**src/rtl/mano_seq_decode_if.sv**
```systemverilog
// Control-unit front-end signal bundle: run/sequence controls and bus in,
// timing/decode/IR/indirect results out.
interface mano_seq_decode_if #(
  parameter int NUM_T = 8,
  parameter int WORD  = 16
) ();
  logic             start;
  logic             hlt;
  logic             sc_clr;
  logic [WORD-1:0]  bus_in;
  logic [WORD-1:0]  ir_out;
  logic [NUM_T-1:0] T;
  logic [7:0]       D;
  logic             J;
  logic             run;

  modport master (
    output start, hlt, sc_clr, bus_in,
    input  ir_out, T, D, J, run
  );

  modport slave (
    input  start, hlt, sc_clr, bus_in,
    output ir_out, T, D, J, run
  );
endinterface

```
**src/rtl/mano_seq_decode.sv**
```systemverilog
// Basic-computer timing and decode front end: sequence counter, run flip-flop S,
// instruction register IR and indirect flip-flop I feeding the T/D/J control terms.
//
//   state   | meaning
//   --------+---------------------------------------------
//   ST_IDLE | S=0: T forced to zero, SC/IR/I hold
//   ST_RUN  | S=1: SC advances, IR loads at T1, I at T2
module mano_seq_decode #(
  parameter int NUM_T = 8,
  parameter int WORD  = 16
) (
  input logic               clk,
  input logic               rst_n,
  mano_seq_decode_if.slave  bus
);
  localparam int SCW = (NUM_T > 1) ? $clog2(NUM_T) : 1;
  localparam logic [SCW-1:0] SC_MAX = SCW'(NUM_T - 1);

  typedef enum logic {
    ST_IDLE = 1'b0,
    ST_RUN  = 1'b1
  } state_t;

  state_t          state;
  logic [SCW-1:0]  sc;
  logic [WORD-1:0] ir;
  logic            ind;
  logic [NUM_T-1:0] t;
  logic [7:0]       d;

  always_ff @(posedge clk or negedge rst_n) begin
    if (!rst_n) begin
      state <= ST_IDLE;
      sc    <= '0;
      ir    <= '0;
      ind   <= 1'b0;
    end else begin
      // hlt dominates start when both arrive together
      case (state)
        ST_IDLE: if (bus.start && !bus.hlt) state <= ST_RUN;
        ST_RUN:  if (bus.hlt)               state <= ST_IDLE;
        default:                            state <= ST_IDLE;
      endcase

      if (bus.sc_clr)
        sc <= '0;
      else if (state == ST_RUN)
        sc <= (sc == SC_MAX) ? '0 : sc + 1'b1;

      if (state == ST_RUN && t[1])
        ir <= bus.bus_in;
      if (state == ST_RUN && t[2])
        ind <= ir[WORD-1];
    end
  end

  always_comb begin
    t = '0;
    if (state == ST_RUN)
      t[sc] = 1'b1;
  end

  always_comb begin
    d = '0;
    d[ir[WORD-2:WORD-4]] = 1'b1;
  end

  assign bus.T      = t;
  assign bus.D      = d;
  assign bus.ir_out = ir;
  assign bus.J      = ind;
  assign bus.run    = (state == ST_RUN);
endmodule
```
**src/flat_wrapper.sv**
```systemverilog
// flat-port wrapper written by rule: the top's interface ports become plain ports
module mano_seq_decode_flat 
#(
  parameter int NUM_T = 8,
  parameter int WORD  = 16
)
  (clk, rst_n, bus_start, bus_hlt, bus_sc_clr, bus_bus_in, bus_ir_out, bus_T, bus_D, bus_J, bus_run);
  mano_seq_decode_if #(.NUM_T(NUM_T), .WORD(WORD)) bus_i ();
  input logic clk;
  input logic rst_n;
  input wire logic [$bits(bus_i.start)-1:0] bus_start;
  input wire logic [$bits(bus_i.hlt)-1:0] bus_hlt;
  input wire logic [$bits(bus_i.sc_clr)-1:0] bus_sc_clr;
  input wire logic [$bits(bus_i.bus_in)-1:0] bus_bus_in;
  output wire logic [$bits(bus_i.ir_out)-1:0] bus_ir_out;
  output wire logic [$bits(bus_i.T)-1:0] bus_T;
  output wire logic [$bits(bus_i.D)-1:0] bus_D;
  output wire logic [$bits(bus_i.J)-1:0] bus_J;
  output wire logic [$bits(bus_i.run)-1:0] bus_run;
  assign bus_i.start = bus_start;
  assign bus_i.hlt = bus_hlt;
  assign bus_i.sc_clr = bus_sc_clr;
  assign bus_i.bus_in = bus_bus_in;
  assign bus_ir_out = bus_i.ir_out;
  assign bus_T = bus_i.T;
  assign bus_D = bus_i.D;
  assign bus_J = bus_i.J;
  assign bus_run = bus_i.run;
  mano_seq_decode #(.NUM_T(NUM_T), .WORD(WORD)) u_core (.clk(clk), .rst_n(rst_n), .bus(bus_i));
endmodule
```
**config.mk**
```make
export PLATFORM = sky130hd
export DESIGN_NAME = mano_seq_decode_flat
export DESIGN_NICKNAME = d
export VERILOG_FILES = /design/src/rtl/mano_seq_decode_if.sv /design/src/rtl/mano_seq_decode.sv /design/src/flat_wrapper.sv
export SDC_FILE = /design/constraint.sdc
export NUM_CORES = 1
export LEC_CHECK = 0
export CAP_MARGIN = 20
export CORE_ASPECT_RATIO = 0.9
export CORE_MARGIN = 2
export CORE_UTILIZATION = 34
export DETAILED_ROUTE_END_ITERATION = 8
export GPL_TIMING_DRIVEN = 0
export PLACE_DENSITY_LB_ADDON = 0.3
export SLEW_MARGIN = 20
export SYNTH_ARGS = -nofsm -noshare
export SYNTH_HDL_FRONTEND = slang
export SYNTH_SLANG_ARGS = --single-unit
```
**constraint.sdc**
```tcl
create_clock -name clk -period 1.4 [get_ports clk]
set_input_delay 0.14 -clock clk [delete_from_list [all_inputs] [get_ports clk]]
set_output_delay 0.14 -clock clk [all_outputs]
set_load 0.01 [all_outputs]
```
==> flow_summary.toml <==
[sta]
finalClockSkew_ns = 0.00535
period_share = 1.07
worstMarginPinSlew_ns = 0.481
worst_slack_ns = -0.104
fin_hold_ws_ns = 0.309
post-route-min-period_ns = 1.50
setup_viol = 27
rsz0062_at_grt = "yes"
fmax_ghz = 0.665
finalHoldViolations = 0
max_slew_margin = 0.679
slew_violations = 0

[global_route]
grt_overflow = 0
grt_pass1_wl_um = 4490
antenna_found_initial = 0
grt_pass1_vias = 955
grt_max_degree = 22
grtUsageTotal = 0.176

[setup_path]
crit_chain = "buf_6 > buf_6 > nand2b_4 > nor2_4 > buf_6"
crit_path_start = "u_core.sc[1]$_DFFE_PN0P_"
cp-endpoint = "bus_T[5]"
worstSetupStartpointType = "flop"
reg2reg_from = "u_core.sc[2]$_DFFE_PN0P_"
worstPathRequired_ns = 1.26
critPathKind = "flop to primary output"
path_common_cell = "buf_6"
rrSetupSlack_ns = -0.08
endpoint_kind = "primary output"
rr_worst_depth = 4
cpMaxStageDelayCell = "dfrtp_2"
worstPathArrival_ns = 1.36
path_max_fanout = 3
max_stage_delay_ns = 0.45
r2r-end = "u_core.bus.ir_out[10]$_DFFE_PN0P_"

[synth]
synth_top_area_frac = 0.523
ys_seq_area_frac = 0.523
syn-num-nets = 96
synthXorXnorAreaFrac = 0
postSynthAreaPerCell_sq_um = 13.8
ys_seq_elements = 21
synth-edff-count = 0
synth_most_common_cell = "dfrtp_1"
synth_mux_area_frac = 0.244
yosys.cell_types.count = 18
synthCells = 73
netlist_area_sq_um = 1000
ys.flop_type = "dfrtp_1"
synth_common_cells = "dfrtp_1, mux2_4, nor2_1, mux2_2, nor3b_1"
synth_largest_area_cell = "dfrtp_1"
ys_warn_count = 0
async_reset_ff_frac = 1.00
synth_simple_gate_area_frac = 0.161
synth_compound_area_frac = 0.00498
synthTopCellsByArea = "dfrtp_1, mux2_4, mux2_2"
synthAdderAreaFrac = 0.0249
synth_top_family_by_area = "multiplexers"

[cells_and_area]
fin_cells = 202
final_area_sq_um = 2030
multiInputGateArea_sq_um = 564
seq_area_sq_um = 533
nFillCells = 202
diodes = 0
layout-drive-gt1-share = 0.593
fin_nets = 186
fin_util = 0.733
syn_to_final_growth_pct = 102

[route]
dr.pass1.iters = 3
ant_nets = 0
via_per_inst = 4.57
wirelength_um = 2980
vias = 923
wl_per_cell_um = 14.7
drt_iter0_drc = 12
drc = 0

[placement]
placedCellCount = 167
gp_congestion = 0.718
port-buffer-count = 54
placed_area_sq_um = 1600
hpwl_um = 1710
pre_cts_slack_ns = -0.329

[clock_tree]
cts_sinks = 21
clk_latency_ns = 0.31
cts_htree_levels = 1
cts_tree = "done"
cts_buffer_depth = 2
cts_buffers = 3
clock-root-buffer = "clkbuf_4"
clkTransAtPathRegs_ns = 0.12

[pwr]
p_per_area_nw_per_um2 = 1240
vdd.ir_drop.worst_mv = 0.723
p_leak_nw = 1.02

[die]
io_pins = 55
dieWidth_um = 61.3
initial_core_util = 0.363
dieArea_sq_um = 3410
die_h_um = 55.6
core.rowCount = 18
core_area_sq_um = 2770

[run_status]
status = "finished, violations left"
violations = "negative setup slack"

[run]
maxCapViolations = 0

[min_path]
min-delay-path-class = "primary input to asynchronous set/reset pin"
## layout make-up
type | count | share of cell area
multi-input combinational | 49 | 0.278
sequential | 21 | 0.262
tap | 40 | 0.0246
buffer | 2 | 0.0154
timing repair buffer | 86 | 0.406
clock buffer | 3 | 0.0111
clock inverter | 1 | 0.00246
## flip-flops by register name (all words and copies together) (netlist names)
| register | count |
|---|---|
| u_core.bus.ir_out | 16 |
| u_core.bus.run | 1 |
| u_core.sc | 3 |
| u_core.bus.J | 1 |
## stage by stage
stage	setup TNS, ns	power, W
2_1_floorplan	-0.268	0.00134
3_3_place_gp	-1.00	0.00192
3_5_place_dp	-1.20	0.00194
4_1_cts	-0.852	0.00245
5_1_grt	-2.98	0.00266
6_report	-1.62	0.00251
## power by group
group	internal, W	switching, W
clock network	0.000107	0.000192
registers	0.000789	0.000118
logic	0.000838	0.000466
## cell usage in the layout, fill, tap and decap left out, types with 2 or more instances in the layout
| cell type | count |
|---|---|
| buf_6 | 27 |
| clkdlybuf4s50_1 | 25 |
| dfrtp_1 | 15 |
| buf_2 | 12 |
| mux2_4 | 10 |
| dlymetal6s2s_1 | 9 |
| buf_4 | 9 |
| mux2_2 | 7 |
| nor2_1 | 6 |
| dfrtp_2 | 6 |
| nor3b_2 | 4 |
| clkbuf_4 | 3 |
| dlygate4sd2_1 | 3 |
| and3b_1 | 2 |
| nand2b_4 | 2 |
| nor2_4 | 2 |
| and4bb_2 | 2 |
| mux2i_1 | 2 |
| ha_4 | 2 |
## worst max-delay path, delay by kind of cell (launching register included)
family	cells	cell delay, ns
buffers and inverters	3	0.34
flip-flops	1	0.45
AND/OR/NAND/NOR	2	0.26
## timing repair
| item | CTS | global route |
|---|---|---|
| hold endpoints to repair | 0 | 21 |
| gates resized for setup | 100 | 36 |
| pin swaps | 6 | 13 |
| setup buffers | 27 | 6 |
| gates cloned | 0 | 0 |
| hold buffers | 0 | 1 |
| endpoints found under the setup margin | 29 | 42 |
## cell families (layout without fill, tap and decap cells)
family,after synthesis,after routing
adder cells (fa/ha/maj),2,2
multiplexers,19,19
buffers and inverters,3,92
AND/OR/NAND/NOR,27,27
flip-flops,21,21
AO/OA/AOI/OAI,1,1
## routing by layer
layer  part of all wire  vias to the layer above  global-route usage
met4             0.0097                        0              0.0342
met2               0.52                       27               0.283
met1               0.42                      456               0.223
met3              0.055                        5              0.0674
met5                  0                        -                   0
li1                   -                      435                   -
## worst min-delay path by stage
stage                                           from                                 to  slack, ns
floorplan                                      rst_n           u_core.bus.J$_DFFE_PN0P_      -0.16
detailed placement  u_core.bus.ir_out[1]$_DFFE_PN0P_   u_core.bus.ir_out[1]$_DFFE_PN0P_       0.49
global placement    u_core.bus.ir_out[6]$_DFFE_PN0P_   u_core.bus.ir_out[6]$_DFFE_PN0P_       0.49
global route                                   rst_n   u_core.bus.ir_out[8]$_DFFE_PN0P_       0.33
CTS                                          bus_hlt           u_core.bus.run$_DFF_PN0_       0.36
finish                                         rst_n  u_core.bus.ir_out[14]$_DFFE_PN0P_       0.31
Note: power is estimated with default switching activity, not from simulation.
